## src/rtl/manch_frame_deser.sv

```systemverilog
// manch_frame_deser: hunts a sync word in the decoded bit stream, then deserializes length-prefixed checksummed frames into a byte FIFO (ports: i_clk, i_rst sync active-high; i_serialdata/i_bit_valid/i_sync bit input; o_data_out/o_data_valid/i_data_ready/o_data_last FIFO head; o_frame_start/o_frame_ok/o_frame_err/o_err_code status pulses; define BIT_TIMEOUT_EN to enable the TIMEOUT_CYCLES inter-bit watchdog)
module manch_frame_deser #(
  parameter int SYNC_WIDTH = 16,
  parameter logic [SYNC_WIDTH-1:0] SYNC_WORD = 16'hA55A,
  parameter int MAX_LEN = 64,
  parameter int FIFO_DEPTH = 4,
  parameter int TIMEOUT_CYCLES = 1023
) (
  input  logic       i_clk,
  input  logic       i_rst,
  input  logic       i_serialdata,
  input  logic       i_bit_valid,
  input  logic       i_sync,
  output logic [7:0] o_data_out,
  output logic       o_data_valid,
  input  logic       i_data_ready,
  output logic       o_data_last,
  output logic       o_frame_start,
  output logic       o_frame_ok,
  output logic       o_frame_err,
  output logic [1:0] o_err_code
);
  localparam int AW = $clog2(FIFO_DEPTH);
  localparam logic [7:0] MAX_L = 8'(MAX_LEN);
  localparam logic [AW:0] FULL = (AW + 1)'(FIFO_DEPTH);
  typedef enum logic [1:0] {HUNT, LEN, PAYLOAD, CHECK} state_t;
  state_t r_state, w_state_next;
  logic [SYNC_WIDTH-2:0] r_shift;
  logic [2:0] r_bitcnt;
  logic [6:0] r_byte;
  logic [7:0] r_sum, r_rem;
  logic [8:0] r_mem [FIFO_DEPTH];
  logic [AW-1:0] r_wr, r_rd;
  logic [AW:0] r_cnt;
  logic [SYNC_WIDTH-1:0] w_shift_next;
  logic [7:0] w_byte;
  logic [1:0] w_code;
  logic w_acc, w_match, w_byte_done, w_pop, w_overrun, w_bad_len, w_last, w_len_done;
  logic w_timeout, w_abort, w_push, w_ok, w_err;

  assign w_acc        = i_bit_valid & i_sync;
  assign w_shift_next = {r_shift, i_serialdata};
  assign w_match      = r_state == HUNT && w_acc && w_shift_next == SYNC_WORD;
  assign w_byte       = {r_byte, i_serialdata};
  assign w_byte_done  = r_state != HUNT && w_acc && r_bitcnt == 3'd7;
  assign w_len_done   = r_state == LEN && w_byte_done;
  assign w_pop        = o_data_valid & i_data_ready;
  assign w_overrun    = r_cnt == FULL && !w_pop;
  assign w_bad_len    = w_byte == 8'd0 || w_byte > MAX_L;
  assign w_last       = r_rem == 8'd1;
  assign w_abort      = r_state != HUNT && (!i_sync || w_timeout);

`ifdef BIT_TIMEOUT_EN
  localparam int WW = $clog2(TIMEOUT_CYCLES + 1);
  logic [WW-1:0] r_wd;
  always_ff @(posedge i_clk)
    r_wd <= (i_rst || r_state == HUNT || w_acc) ? '0 : r_wd + 1'b1;
  assign w_timeout = r_state != HUNT && !w_acc && r_wd == WW'(TIMEOUT_CYCLES - 1);
`else
  assign w_timeout = TIMEOUT_CYCLES < 0;
`endif

  always_ff @(posedge i_clk)
    r_state <= i_rst ? HUNT : w_state_next;

  always_comb begin
    w_state_next = w_abort ? HUNT
                 : r_state == HUNT ? (w_match ? LEN : HUNT)
                 : !w_byte_done ? r_state
                 : r_state == LEN ? (w_bad_len ? HUNT : PAYLOAD)
                 : r_state == PAYLOAD ? (w_overrun ? HUNT : w_last ? CHECK : PAYLOAD)
                 : HUNT;
  end

  always_comb begin
    w_push = r_state == PAYLOAD && w_byte_done && !w_overrun;
    w_ok   = r_state == CHECK && w_byte_done && w_byte == r_sum;
    w_err  = w_abort || (w_byte_done && (r_state == LEN ? w_bad_len
                                       : r_state == PAYLOAD ? w_overrun
                                       : w_byte != r_sum));
    w_code = w_abort ? 2'd3 : r_state == LEN ? 2'd0 : r_state == PAYLOAD ? 2'd2 : 2'd1;
  end

  always_ff @(posedge i_clk) begin
    if (i_rst) begin
      r_shift       <= '0;
      r_bitcnt      <= '0;
      r_byte        <= '0;
      r_sum         <= '0;
      r_rem         <= '0;
      r_wr          <= '0;
      r_rd          <= '0;
      r_cnt         <= '0;
      o_frame_start <= 1'b0;
      o_frame_ok    <= 1'b0;
      o_frame_err   <= 1'b0;
      o_err_code    <= 2'd0;
    end else begin
      r_shift       <= (r_state != HUNT || !i_sync || w_match) ? '0
                     : w_acc ? w_shift_next[SYNC_WIDTH-2:0] : r_shift;
      r_bitcnt      <= r_state == HUNT ? 3'd0 : r_bitcnt + 3'(w_acc);
      r_byte        <= w_acc ? w_byte[6:0] : r_byte;
      r_sum         <= w_len_done ? w_byte : w_push ? r_sum + w_byte : r_sum;
      r_rem         <= w_len_done ? w_byte : w_push ? r_rem - 8'd1 : r_rem;
      r_wr          <= r_wr + AW'(w_push);
      r_rd          <= r_rd + AW'(w_pop);
      r_cnt         <= r_cnt + (AW + 1)'(w_push) - (AW + 1)'(w_pop);
      o_frame_start <= w_match;
      o_frame_ok    <= w_ok;
      o_frame_err   <= w_err;
      o_err_code    <= w_err ? w_code : o_err_code;
    end
  end

  always_ff @(posedge i_clk)
    if (w_push) r_mem[r_wr] <= {w_last, w_byte};

  assign o_data_valid = r_cnt != '0;
  assign o_data_out   = o_data_valid ? r_mem[r_rd][7:0] : 8'd0;
  assign o_data_last  = o_data_valid & r_mem[r_rd][8];
endmodule

```

## config.mk

```make
export PLATFORM = sky130hd
export DESIGN_NAME = manch_frame_deser
export DESIGN_NICKNAME = d
export VERILOG_FILES = /design/src/rtl/manch_frame_deser.sv
export SDC_FILE = /design/constraint.sdc
export NUM_CORES = 1
export LEC_CHECK = 0
export CELL_PAD_IN_SITES_DETAIL_PLACEMENT = 0
export CELL_PAD_IN_SITES_GLOBAL_PLACEMENT = 1
export CORE_ASPECT_RATIO = 1.2
export CORE_UTILIZATION = 35
export CTS_BUF_LIST = sky130_fd_sc_hd__clkbuf_2
export DETAILED_ROUTE_END_ITERATION = 10
export PLACE_DENSITY_LB_ADDON = 0.1
export SLEW_MARGIN = 15
export SYNTH_ARGS = -nofsm -noshare
export SYNTH_HDL_FRONTEND = slang
export SYNTH_SLANG_ARGS = --single-unit
```

## constraint.sdc

```tcl
create_clock -name i_clk -period 4 [get_ports i_clk]
set_clock_uncertainty 0.05 [all_clocks]
set_input_delay 0.8 -clock i_clk [delete_from_list [all_inputs] [get_ports i_clk]]
set_output_delay 0.8 -clock i_clk [all_outputs]
set_load 0.005 [all_outputs]
```

==> results of run 1 <==
final cells by class:
class	instances	area, um^2	share of cell area
clock buffer	10	50.0	0.0107
tap	157	196	0.0422
multi-input combinational	265	1870	0.402
clock inverter	6	47.5	0.0102
sequential	91	2180	0.469
antenna	1	2.50	0.000537
inverter	15	58.8	0.0126
timing repair buffer	26	245	0.0527
layout by cell type (no fill, tap or decap), types with 4 or more instances in the layout:
cell type | synthesis | final
clkdlybuf4s50_1 | 0 | 20
dfxtp_1 | 55 | 55
xor2_1 | 4 | 4
nor2_1 | 27 | 27
edfxtp_1 | 36 | 36
inv_1 | 12 | 12
a211oi_1 | 11 | 11
nand3_1 | 5 | 5
nor2b_1 | 15 | 15
xnor2_1 | 9 | 9
ha_1 | 19 | 19
buf_4 | 0 | 6
o22ai_1 | 6 | 6
nand2_1 | 54 | 54
clkbuf_2 | 0 | 10
a21oi_1 | 31 | 31
o21ai_0 | 6 | 6
o21a_1 | 5 | 5
mux4_2 | 9 | 9
nor3_1 | 6 | 6
critical path: cells and delay by family (launching register included):
| family | cells | cell delay (ns) |
|---|---|---|
| flops | 1 | 0.82 |
| simple gates | 1 | 0.14 |
| mux | 1 | 0.60 |
| buf+inv | 1 | 0.44 |
routing by layer:
layer  GRT usage  vias up
li1            -     1451
met1       0.217     1387
met2       0.259       35
met3      0.0201       12
met4      0.0804        0
met5           0        -
flip-flops by register name, summed over array words and instances (netlist names):
name	flops
r_mem	36
r_shift	15
r_rem	8
r_sum	8
r_byte	7
r_bitcnt	3
r_cnt	3
o_err_code	2
r_rd	2
r_state	2
r_wr	2
o_frame_err	1
o_frame_ok	1
o_frame_start	1
kinds of logic (layout without fill, tap and decap cells):
group / Yosys count / after routing / synth area share
other cells: 0 / 1 / 0
xor+xnor: 13 / 13 / 0.0271
flops: 91 / 91 / 0.520
fa+ha+maj: 21 / 21 / 0.0662
compound gates: 83 / 83 / 0.128
simple gates: 138 / 138 / 0.174
buf+inv: 31 / 57 / 0.0337
mux: 10 / 10 / 0.0507
metrics by stage:
stage	utilization	cell area, um^2	std cells
final	0.401	4660	571
after floorplan	-	4200	387
after global placement	0.392	4560	554
after CTS	0.400	4650	570
after global routing	0.401	4660	571
after detailed placement	0.392	4560	554
worst max path at each step:
stage	cells past startpoint	end	slack, ns
2_1_floorplan	10	r_cnt[2]	1.12
3_3_place_gp	11	r_cnt[2]	0.58
3_5_place_dp	11	r_cnt[2]	0.55
4_1_cts	3	o_data_out[7]	0.47
5_1_grt	3	o_data_out[7]	0.37
6_report	3	o_data_out[0]	0.59
power by group:
| group | total (mW) | internal [mW] | switching (mW) | leakage (nW) |
|---|---|---|---|---|
| combinational | 0.276 | 0.164 | 0.112 | 0.725 |
| clock | 0.425 | 0.0898 | 0.336 | 0.0591 |
| sequential | 1.03 | 0.979 | 0.0477 | 0.788 |
| total | 1.73 | 1.23 | 0.495 | 1.57 |
==> reports/qor.yml, run 1 <==
yosys:
  yosysMostFrequentCell: "dfxtp_1"
  yosys.area.top_type_share: 0.262
  synthesis.nets: 414
  yosysTopAreaCell: "dfxtp_1"
  synth_edf_count: 36
  synth_area_um2: 4200
  syn_avg_cell_area_um2: 10.8
  ys_seq_elements: 91
  yosys_warnings: 0
  netlist-cell-type-count: 63
  ys.flop_type: "dfxtp_1"
  synth.yosys.seq_area_share: 0.520
  async_flop_share: 0
  synthTopCellsByArea: "dfxtp_1 26%, edfxtp_1 26%, ha_1 5.7%, mux4_2 4.8%, nand2_1 4.8%"
  synth_cells: 387
  synthTopCellsByCount: "55 x dfxtp_1, 54 x nand2_1, 36 x edfxtp_1, 31 x a21oi_1, 27 x nor2_1"
cells_and_area:
  drive_gt1_frac: 0.111
  final_nets: 435
  area.growth.synth_to_final_pct: 10.9
  nFillCells: 1152
critical_path:
  crit_arrival_ns: 2.56
  crit_path_start: "r_rd[0]"
  cp_data_required_time_ns: 3.15
  path_cells: "mux4_2 -> nor2b_1 -> clkdlybuf4s50_1"
  r2r_end: "r_cnt[2]"
  startpoint_type: "register"
  cp_max_fo: 10
  r2r-start: "r_state[0]"
  cp-end-kind: "primary output"
  reg2reg_slack_ns: 1.18
  cpPeakStageDelay_ns: 0.82
  reg2regPathDepth: 12
  path_class: "register to primary output"
  crit_slowest_cell: "dfxtp_1"
clock_tree:
  clkTransAtPathRegs_ns: 0.26
  root_buffer: "clkbuf_2"
  cts_tree: "yes"
  clk_latency_ns: 0.56
  ctsResizeCount: 0
  cts_setup_buffers: 0
  cts_htree_levels: 3
  ctsHoldBuffers: 0
  clockBufferDepth: 2
  cts.sinks: 91
  cts_made_buffers: 9
floorplan:
  die_area_um2: 12400
  ios: 21
  die_h_um: 122
  die_x_um: 102
  core_area_um2: 11600
  rows: 43
  start_util: 0.361
placement:
  gp_congestion: 0.708
  hpwl_um: 6200
  place_ws_ns: 0.554
  portBuffers: 20
global_route:
  grt_max_degree: 31
  gr-total-overflow: 0
  grtUsageTotal: 0.163
  grt_pass1_vias: 2767
  antenna_found_initial: 1
  grt_first_pass_wirelength_um: 15000
sta:
  setup_tns_ns: 0
  hold_slack_ns: 0.415
  rsz0062_at_grt: "no"
  finalSetupViolCount: 0
  finalCritPeriodShare: 0.852
  max_freq_ghz: 0.293
  relSlewSlack: 0.482
  setup_ws_ns: 0.590
  slew_violations: 0
  tightest_slew_ns: 0.774
  hold_viol_final: 0
  fin_crit_ns: 3.41
power:
  power.leakage_nw: 1.57
  finalPower_mw: 1.73
  powerDensity_nw_per_um2: 371
  peakVddDrop_mv: 0.166
drt:
  remaining_drc_errors: 0
  drt-pass1-iter-count: 4
  first_iter_violations: 102
  highest_layer: "met4"
  met2_wirelength_um: 4230
  via_per_inst: 5.05
  routedWlPerCell_um: 16.2
  met1_length_um: 4580
  vias: 2885
  ant_nets: 0
  wl_met3_um: 214
  totalWireLength_um: 9240
run_status:
  status: "finished, final reports clean"
min_path:
  hold_depth: 2
  holdPathEnd: "r_shift[2]"
  worstHoldStart: "r_shift[1]"
  hp-class: "register to register"
run:
  max_cap_violations: 0
No activity file was read; power rests on OpenSTA's default activity.
==> run 2, diff against run 1 <==
clock period = 4.4 ns   (was 4 ns; I/O delays follow)
==> reports/qor.yml, run 2 (synthesized netlist as in run 1, its figures left out) <==
run_status:
  status: "finished, final reports clean"  # unchanged
power:
  powerDensity_nw_per_um2: 347  # was 371 nW/um^2
  power.leakage_nw: 1.58  # was 1.57 nW
  finalPower_mw: 1.62  # was 1.73 mW
  peakVddDrop_mv: 0.155  # was 0.166 mV
cells_and_area:
  regArea_um2: 2180  # unchanged
  final_cells: 571  # unchanged
  multiInputGateArea_um2: 1870  # unchanged
  largestRegisters: "r_mem x36, r_shift x15"  # unchanged
  top_register: "r_mem"  # unchanged
  fin_area_um2: 4680  # was 4660 um^2
  final_nets: 435  # unchanged
  area.growth.synth_to_final_pct: 11.4  # was 10.9%
  drive_gt1_frac: 0.111  # unchanged
  mostFrequentLayoutCell: "dfxtp_1"  # unchanged
  nFillCells: 1200  # was 1152
  final_cell_mix: "55 x dfxtp_1, 54 x nand2_1, 36 x edfxtp_1"  # unchanged
  largest_register_ffs: 36  # unchanged
clock_tree:
  cts_made_buffers: 9  # unchanged
  clkTransAtPathRegs_ns: 0.26  # about the same
  cts_tree: "yes"  # unchanged
  cts_setup_buffers: 0  # unchanged
  ctsResizeCount: 0  # unchanged
  clockBufferDepth: 2  # unchanged
  cts.sinks: 91  # unchanged
  ctsHoldBuffers: 0  # unchanged
  cts_htree_levels: 3  # unchanged
  root_buffer: "clkbuf_2"  # unchanged
  clk_latency_ns: 0.57  # was 0.56 ns
floorplan:
  rows: 43  # unchanged
  ios: 21  # unchanged
  start_util: 0.361  # unchanged
  die_h_um: 122  # unchanged
  die_area_um2: 12400  # unchanged
  core_area_um2: 11600  # unchanged
  die_x_um: 102  # unchanged
critical_path:
  crit_arrival_ns: 2.53  # was 2.56 ns
  startpoint_type: "register"  # unchanged
  reg2reg_slack_ns: 1.57  # was 1.18 ns
  path_class: "register to primary output"  # unchanged
  cp_data_required_time_ns: 3.47  # was 3.15 ns
  cpPeakStageDelay_ns: 0.80  # was 0.82 ns
  path_cells: "mux4_2 -> nor2b_1 -> clkdlybuf4s50_1"  # unchanged
  crit_path_start: "r_rd[0]"  # unchanged
  cp_max_fo: 10  # unchanged
  r2r-start: "r_state[0]"  # unchanged
  crit_slowest_cell: "dfxtp_1"  # unchanged
  reg2regPathDepth: 12  # unchanged
  r2r_end: "r_cnt[2]"  # unchanged
  cp-end-kind: "primary output"  # unchanged
sta:
  setup_tns_ns: 0  # unchanged
  fin_crit_ns: 3.46
  max_freq_ghz: 0.289
  hold_viol_final: 0  # unchanged
  relSlewSlack: 0.488  # was 0.482
  finalSetupViolCount: 0  # unchanged
  tightest_slew_ns: 0.765  # was 0.774 ns
  slew_violations: 0  # unchanged
  rsz0062_at_grt: "no"  # unchanged
  finalCritPeriodShare: 0.787
run:
  max_cap_violations: 0  # unchanged
placement:
  gp_congestion: 0.708  # about the same
  place_area_um2: 4560  # unchanged
  place_inst: 554  # unchanged
  hpwl_um: 6160  # was 6200 um
  portBuffers: 20  # unchanged
drt:
  ant_nets: 0  # unchanged
  via_per_inst: 5.10  # was 5.05
  routedWlPerCell_um: 16.1  # was 16.2 um
  first_iter_violations: 103  # was 102
  totalWireLength_um: 9210  # was 9240 um
  remaining_drc_errors: 0  # unchanged
  vias: 2910  # was 2885
  drt-pass1-iter-count: 4  # unchanged
min_path:
  hold_depth: 2  # unchanged
  holdPathEnd: "r_shift[14]"  # was r_shift[2]
  hp-class: "register to register"  # unchanged
  worstHoldStart: "r_shift[14]"  # was r_shift[1]
global_route:
  grtUsageTotal: 0.164  # was 0.163
  grt_max_degree: 43  # was 31
  grt_pass1_vias: 2942  # was 2767
  grt_first_pass_wirelength_um: 15300  # was 15000 um
  antenna_found_initial: 1  # unchanged
  gr-total-overflow: 0  # unchanged
## run 2: cell count changes in the layout (fill, tap and decap cells not counted), sizes merged
cell and delta:
bufinv +1, clkbuf +1, clkinv -2
## run 2: how the worst max path moves through the flow
stage	to	slack, ns	cells past startpoint
2_1_floorplan	r_cnt[2]	1.44	10
3_3_place_gp	r_cnt[2]	0.89	11
3_5_place_dp	r_cnt[2]	0.87	11
4_1_cts	o_data_out[7]	0.84	3
5_1_grt	o_data_out[7]	0.70	3
6_report	o_data_out[7]	0.94	3
## run 2: area by class of cell
type	instances	share of cell area
Sequential cell	91	0.467
Clock inverter	5	0.0134
Antenna cell	1	0.000535
Inverter	15	0.0126
Clock buffer	11	0.0118
Tap cell	157	0.0420
Timing Repair Buffer	26	0.0524
Multi-Input combinational cell	265	0.401
## run 2: metrics by stage
step	utilization	hold slack [ns]	setup slack, ns
6_report	0.402	0.427	0.936
4_1_cts	0.402	0.433	0.840
2_1_floorplan	-	0.382	1.44
5_1_grt	0.402	0.446	0.703
3_3_place_gp	0.392	0.395	0.886
3_5_place_dp	0.392	0.406	0.870
## run 2: power breakdown
group / internal (mW) / switching [mW] / total (mW)
clock: 0.140 / 0.305 / 0.445
sequential: 0.890 / 0.0419 / 0.932
combinational: 0.148 / 0.0980 / 0.246
total: 1.18 / 0.445 / 1.62
## run 2: routing by layer
layer  vias to the layer above  share of wire  GRT usage
li1                       1451              -          -
met1                      1413           0.49      0.216
met2                        38           0.47      0.268
met3                         8          0.026     0.0316
met4                         0          0.013     0.0563
met5                         -              0          0
## run 2: critical path, delay by kind of cell, from the launching register on
| family | cells | cell delay (ns) |
|---|---|---|
| flops | 1 | 0.80 |
| mux | 1 | 0.60 |
| buf+inv | 1 | 0.44 |
| simple gates | 1 | 0.14 |
